<file path="config.mk">
export PLATFORM = sky130hd
export DESIGN_NAME = router_out_arbiter_flat
export DESIGN_NICKNAME = d
export VERILOG_FILES = /design/src/rtl/router_pkg.sv /design/src/rtl/router_out_arbiter_if.sv /design/src/rtl/rr_arbiter.sv /design/src/rtl/router_out_arbiter.sv /design/src/flat_wrapper.sv
export SDC_FILE = /design/constraint.sdc
export NUM_CORES = 1
export LEC_CHECK = 0
export BUFFER_PORTS_ARGS = -buffer_cell sky130_fd_sc_hd__clkbuf_2
export CAP_MARGIN = 20
export CORE_MARGIN = 2
export CORE_UTILIZATION = 42
export DETAILED_ROUTE_END_ITERATION = 10
export PLACE_DENSITY = 0.82
export SYNTH_ARGS = -nofsm -noshare
export SYNTH_HDL_FRONTEND = slang
export SYNTH_SLANG_ARGS = --single-unit
</file>
<file path="constraint.sdc">
create_clock -name clk_i -period 3.1 [get_ports clk_i]
set_input_delay 0.465 -clock clk_i [delete_from_list [all_inputs] [get_ports clk_i]]
set_output_delay 0.465 -clock clk_i [all_outputs]
set_load 0.05 [all_outputs]
</file>
<file path="src/rtl/router_pkg.sv">
// Shared types for the router output arbiter: flit container, arbiter FSM states
// and the fixed port indices of the four competing input channels.
package router_pkg;

    localparam int FLIT_DATA_W = 32;

    localparam int SELF = 0;
    localparam int NS   = 1;
    localparam int WE   = 2;
    localparam int DIAG = 3;

    typedef struct packed {
        logic                   head;
        logic                   tail;
        logic [FLIT_DATA_W-1:0] payload;
    } flit_t;

    typedef enum logic [0:0] {
        IDLE   = 1'b0,
        LOCKED = 1'b1
    } arb_state_t;

endpackage

</file>
<file path="src/rtl/router_out_arbiter_if.sv">
// Handshake bundle between the competing input channels, the arbiter and the
// downstream output link. The arbiter uses the slave view, its environment the master view.
interface router_out_arbiter_if #(
    parameter int NUM_IN = 4
);

    logic              [NUM_IN-1:0] in_valid_i;
    router_pkg::flit_t [NUM_IN-1:0] in_flit_i;
    logic              [NUM_IN-1:0] in_ready_o;
    logic                           out_valid_o;
    router_pkg::flit_t              out_flit_o;
    logic                           out_ready_i;
    logic              [NUM_IN-1:0] grant_o;
    logic              [15:0]       pkt_cnt_o;

    modport master (
        output in_valid_i, in_flit_i, out_ready_i,
        input  in_ready_o, out_valid_o, out_flit_o, grant_o, pkt_cnt_o
    );

    modport slave (
        input  in_valid_i, in_flit_i, out_ready_i,
        output in_ready_o, out_valid_o, out_flit_o, grant_o, pkt_cnt_o
    );

endinterface

</file>
<file path="src/rtl/rr_arbiter.sv">
// Combinational round-robin picker: the first set request at or after ptr_i,
// wrapping NUM_IN-1 -> 0, wins a one-hot grant.
module rr_arbiter #(
    parameter int NUM_IN = 4,
    parameter int PTR_W  = 2
) (
    input  logic [NUM_IN-1:0] req_i,
    input  logic [PTR_W-1:0]  ptr_i,
    output logic [NUM_IN-1:0] gnt_o
);

    logic [PTR_W:0]   sum;
    logic [PTR_W-1:0] idx;
    logic             found;

    // NOTE: every variable gets a default before any conditional write so no latch is inferred.
    always_comb begin
        gnt_o = '0;
        found = 1'b0;
        sum   = '0;
        idx   = '0;
        for (int off = 0; off < NUM_IN; off++) begin
            sum = {1'b0, ptr_i} + (PTR_W+1)'(off);
            if (sum >= (PTR_W+1)'(NUM_IN)) begin
                sum = sum - (PTR_W+1)'(NUM_IN);
            end
            idx = sum[PTR_W-1:0];
            if (!found && req_i[idx]) begin
                gnt_o[idx] = 1'b1;
                found      = 1'b1;
            end
        end
    end

endmodule

</file>
<file path="src/rtl/router_out_arbiter.sv">
// Wormhole output-port arbiter: locks one input from head to tail and forwards its flits
// through a one-deep output register. Define ROUTER_OUTARB_PKTCNT_EN to count forwarded packets.
module router_out_arbiter
    import router_pkg::*;
#(
    parameter int NUM_IN = 4,
    parameter int DATA_W = 32
) (
    input logic                 clk_i,
    input logic                 rst_i,
    router_out_arbiter_if.slave bus
);

    localparam int PTR_W = (NUM_IN > 1) ? $clog2(NUM_IN) : 1;
    // Payload rides in the package-wide container; narrower builds zero the unused upper bits.
    localparam logic [FLIT_DATA_W-1:0] PAYLOAD_MASK = {FLIT_DATA_W{1'b1}} >> (FLIT_DATA_W - DATA_W);

    arb_state_t        state_q, state_d;
    logic [NUM_IN-1:0] grant_q, grant_d;
    logic [PTR_W-1:0]  rr_ptr_q, rr_ptr_d;
    logic              out_valid_q, out_valid_d;
    flit_t             out_flit_q, out_flit_d;

    logic [NUM_IN-1:0] cand;
    logic [NUM_IN-1:0] arb_gnt;
    logic [NUM_IN-1:0] in_ready;
    logic [PTR_W-1:0]  grant_idx;
    flit_t             sel_flit;
    logic              out_free;
    logic              accept;

    always_comb begin
        cand = '0;
        for (int i = 0; i < NUM_IN; i++) begin
            cand[i] = bus.in_valid_i[i] & bus.in_flit_i[i].head;
        end
    end

    rr_arbiter #(
        .NUM_IN (NUM_IN),
        .PTR_W  (PTR_W)
    ) u_rr_arbiter (
        .req_i  (cand),
        .ptr_i  (rr_ptr_q),
        .gnt_o  (arb_gnt)
    );

    assign out_free = !out_valid_q || bus.out_ready_i;
    assign in_ready = (state_q == LOCKED && !rst_i) ? (grant_q & {NUM_IN{out_free}}) : '0;
    assign accept   = |(in_ready & bus.in_valid_i);

    always_comb begin
        sel_flit  = '0;
        grant_idx = '0;
        for (int i = 0; i < NUM_IN; i++) begin
            if (grant_q[i]) begin
                sel_flit  = bus.in_flit_i[i];
                grant_idx = PTR_W'(i);
            end
        end
    end

    always_comb begin
        state_d     = state_q;
        grant_d     = grant_q;
        rr_ptr_d    = rr_ptr_q;
        out_valid_d = out_valid_q;
        out_flit_d  = out_flit_q;

        if (out_valid_q && bus.out_ready_i) begin
            out_valid_d = 1'b0;
        end

        case (state_q)
            IDLE: begin
                if (|cand) begin
                    grant_d = arb_gnt;
                    state_d = LOCKED;
                end
            end
            LOCKED: begin
                if (accept) begin
                    out_valid_d        = 1'b1;
                    out_flit_d         = sel_flit;
                    out_flit_d.payload = sel_flit.payload & PAYLOAD_MASK;
                    if (sel_flit.tail) begin
                        state_d  = IDLE;
                        grant_d  = '0;
                        rr_ptr_d = (grant_idx == PTR_W'(NUM_IN - 1)) ? '0 : grant_idx + 1'b1;
                    end
                end
            end
            default: state_d = IDLE;
        endcase
    end

    // NOTE: sequential state uses non-blocking assignments so every flop samples pre-edge values.
    always_ff @(posedge clk_i) begin
        if (rst_i) begin
            state_q     <= IDLE;
            grant_q     <= '0;
            rr_ptr_q    <= '0;
            out_valid_q <= 1'b0;
            out_flit_q  <= '0;
        end else begin
            state_q     <= state_d;
            grant_q     <= grant_d;
            rr_ptr_q    <= rr_ptr_d;
            out_valid_q <= out_valid_d;
            out_flit_q  <= out_flit_d;
        end
    end

    assign bus.in_ready_o  = in_ready;
    assign bus.out_valid_o = out_valid_q;
    assign bus.out_flit_o  = out_flit_q;
    assign bus.grant_o     = grant_q;

`ifdef ROUTER_OUTARB_PKTCNT_EN
    logic [15:0] pkt_cnt_q, pkt_cnt_d;

    always_comb begin
        pkt_cnt_d = pkt_cnt_q;
        if (out_valid_q && bus.out_ready_i && out_flit_q.tail) begin
            pkt_cnt_d = pkt_cnt_q + 16'd1;
        end
    end

    always_ff @(posedge clk_i) begin
        if (rst_i) begin
            pkt_cnt_q <= '0;
        end else begin
            pkt_cnt_q <= pkt_cnt_d;
        end
    end

    assign bus.pkt_cnt_o = pkt_cnt_q;
`else
    assign bus.pkt_cnt_o = '0;
`endif

endmodule

</file>
<file path="src/flat_wrapper.sv">
// flat-port wrapper written by rule: the top's interface ports become plain ports
module router_out_arbiter_flat import router_pkg::*;
#(
    parameter int NUM_IN = 4,
    parameter int DATA_W = 32
)
  (clk_i, rst_i, bus_in_valid_i, bus_in_flit_i, bus_out_ready_i, bus_in_ready_o, bus_out_valid_o, bus_out_flit_o, bus_grant_o, bus_pkt_cnt_o);
  router_out_arbiter_if #(.NUM_IN(NUM_IN)) bus_i ();
  input logic clk_i;
  input logic rst_i;
  input wire logic [$bits(bus_i.in_valid_i)-1:0] bus_in_valid_i;
  input wire logic [$bits(bus_i.in_flit_i)-1:0] bus_in_flit_i;
  input wire logic [$bits(bus_i.out_ready_i)-1:0] bus_out_ready_i;
  output wire logic [$bits(bus_i.in_ready_o)-1:0] bus_in_ready_o;
  output wire logic [$bits(bus_i.out_valid_o)-1:0] bus_out_valid_o;
  output wire logic [$bits(bus_i.out_flit_o)-1:0] bus_out_flit_o;
  output wire logic [$bits(bus_i.grant_o)-1:0] bus_grant_o;
  output wire logic [$bits(bus_i.pkt_cnt_o)-1:0] bus_pkt_cnt_o;
  assign bus_i.in_valid_i = bus_in_valid_i;
  assign bus_i.in_flit_i = bus_in_flit_i;
  assign bus_i.out_ready_i = bus_out_ready_i;
  assign bus_in_ready_o = bus_i.in_ready_o;
  assign bus_out_valid_o = bus_i.out_valid_o;
  assign bus_out_flit_o = bus_i.out_flit_o;
  assign bus_grant_o = bus_i.grant_o;
  assign bus_pkt_cnt_o = bus_i.pkt_cnt_o;
  router_out_arbiter #(.NUM_IN(NUM_IN), .DATA_W(DATA_W)) u_core (.clk_i(clk_i), .rst_i(rst_i), .bus(bus_i));
endmodule
</file>
==> flow_summary.toml <==
[power_and_ir_drop]
peakVddDrop_mv = 0.204
cellLeakagePower_nw = 1.72
power_w = 0.00134
powerDensity_nw_per_um2 = 346

[sta]
min_period_ps = 2560
slew_headroom = 0.564
setup_tns_ps = 0
rsz0062_at_grt = "false"
worstMarginPinSlew_ps = 653
hold_viol = 0
fin_skew_ps = 2.71
clock.fmax_mhz = 391
maxSlewViolCount = 0
layout_setup_ws_ps = 541
setup_viol = 0
finalCritPeriodShare = 0.825

[place]
hpwlAfterDp_um = 7570
gp_congestion = 0.858
pre_cts_ws_ps = 607
portBuffers = 185
placed_cells = 623

[detailed_routing]
firstDrtPassIters = 7
viasPerCell = 5.57
via_count = 3516
routed_wl_um = 9990
antenna_left = 0
drcViolationCount = 0
drt_iter0_markers = 170
routedWlPerCell_um = 15.8

[grt]
grt_first_pass_wirelength_um = 14800
grt_pass1_vias = 3050
grt_max_degree = 62
grt_overflow = 0
grtUsageTotal = 0.245
antenna_found_initial = 1

[layout]
finalNonFillerCells = 631
fillCellCount = 640
area_growth_pct = 34.0
nets = 701
diodes = 0
seqCellArea_sq_um = 842
drive_gt1_frac = 0.383
multi_input_area_sq_um = 1800

[logic_synthesis]
synthFlopType = "dfxtp_1"
syn_area_sq_um = 2890
synth_edf_count = 0
synth.largest_area_cell = "dfxtp_1"
avgSynthCellArea_sq_um = 7.44
ys_top_cells_by_count = "nor2_1, dfxtp_1, a21oi_1, a211oi_1"
ys_warn_count = 0
synth.distinct_cells = 39
postSynthCellCount = 388
synth-seq-cells = 42
synth_top_area_frac = 0.291
synth_most_common_cell = "nor2_1"
yosysSeqAreaShare = 0.291
async_reset_ff_frac = 0
synth_area_leaders = "dfxtp_1, a221oi_1, nor2_1"

[cts]
post-cts-setup-buffer-count = 0
h-tree-depth = 2
clockRootBuffer = "clkbuf_8"
hold_buffers = 0
cts_tree = "done"
clock-sinks = 42
cts_resized = 0
cts_max_path_buffers = 2
clk_pin_slew_ps = 80
cts_buffers = 5
insertion_delay_ps = 290

[hold_path]
hold_path.class = "reg2reg"
holdPathStages = 2
worstHoldStart = "u_core.bus.out_flit_o[26]"

[setup_path]
required_ps = 3260
r2r_cells = 7
crit_chain = "inv_1 -> ha_1 -> o21ai_0 -> a21oi_1 -> o2111a_1 -> a222oi_1 -> o211ai_1"
critPathMaxFanout = 14
worstReg2RegStart = "u_core.rr_ptr_q[1]"
worstSetupStartpoint = "u_core.rr_ptr_q[1]"
crit_path_top_delay_cell = "dfxtp_1"
slowest_delay_ps = 640
worst_ep_arrival_time_ps = 2720
critical_path_class = "reg2reg"
critPathLaunchType = "flop"
endpoint_kind = "flop"

[floorplan]
core_sq_um = 6720
initial_core_util = 0.430
die_w_um = 86.9
dieArea_sq_um = 7550
ios = 202
die_y_um = 86.9
num_rows = 30

[outcome]
status = "complete, no violations"

[run]
cap_violations = 0
[kinds of logic after synthesis]
logic type	Yosys count	synth area share
multiplexers	1	0.00780
AO/OA/AOI/OAI	131	0.339
flip-flops	42	0.291
adder cells (fa/ha/maj)	8	0.0347
AND/OR/NAND/NOR	143	0.218
buffers and inverters	62	0.108
other	1	0.00130
[metal layers]
layer / vias to the layer above / global-route usage / routed length, um
met2: 173 / 0.432 / 5070
li1: 1742 / - / -
met1: 1581 / 0.309 / 3990
met3: 18 / 0.0417 / 738
met4: 2 / 0.0611 / 176
met5: - / 0 / 13
[layout by cell type, fill, tap and decap left out, types with 2 or more instances in the layout]
master,synthesis,routed
clkbuf_2,0,185
nor2_1,75,75
a221oi_1,33,33
a222oi_1,4,4
and2_1,4,4
nand4_1,2,2
buf_4,17,7
nand3_1,8,8
o2111ai_1,2,2
clkbuf_8,0,6
conb_1,1,16
or3_1,2,2
a21oi_1,39,39
a22oi_1,2,2
a211oi_1,34,34
dfxtp_1,42,41
ha_1,8,8
o211ai_1,4,4
inv_1,8,8
nand2_1,12,12
nor3_1,33,33
o21ai_0,4,4
[report_power, final]
part | switching, W | leakage (nW) | internal (W)
clock | 0.000194 | 0.0472 | 0.000179
combinational | 0.000252 | 1.33 | 0.000144
sequential | 0.0000143 | 0.340 | 0.000555
[state kept, by name, summed over array words and instances (netlist names)]
| name | flops |
|---|---|
| u_core.bus.out_flit_o | 34 |
| u_core.rr_ptr_q | 2 |
| u_core.bus.grant_o | 4 |
| u_core.state_q | 1 |
| u_core.bus.out_valid_o | 1 |
[cell type report]
type / count / share of cell area
clock inverter: 2 / 0.00323
tap: 80 / 0.0259
timing repair buffer: 193 / 0.258
inverter: 9 / 0.00873
clock buffer: 6 / 0.0213
multi-input combinational: 299 / 0.465
sequential: 42 / 0.218
[critical path: cells and delay by family (launching register included)]
kind / cells / cell delay [ps]
adders and majority gates: 1 / 410
AOI/OAI and AO/OA: 5 / 1160
DFF: 1 / 640
buffers and inverters: 1 / 210
[stage by stage]
| step | cell area, sq um | hold slack, ps | utilization |
|---|---|---|---|
| 6_report | 3870 | 499 | 0.576 |
| 2_1_floorplan | 2950 | 594 | - |
| 4_1_cts | 3870 | 503 | 0.576 |
| 5_1_grt | 3870 | 503 | 0.576 |
| 3_3_place_gp | 3770 | 487 | 0.562 |
| 3_5_place_dp | 3770 | 492 | 0.562 |
[path summary, 6_finish.rpt]
path                                     to  slack, ps
setup / recovery      u_core.bus.grant_o[0]        540
setup reg to reg      u_core.bus.grant_o[0]        540
hold / removal    u_core.bus.out_flit_o[26]        500
hold reg to reg   u_core.bus.out_flit_o[26]        500
No activity file was read; power rests on OpenSTA's default activity.
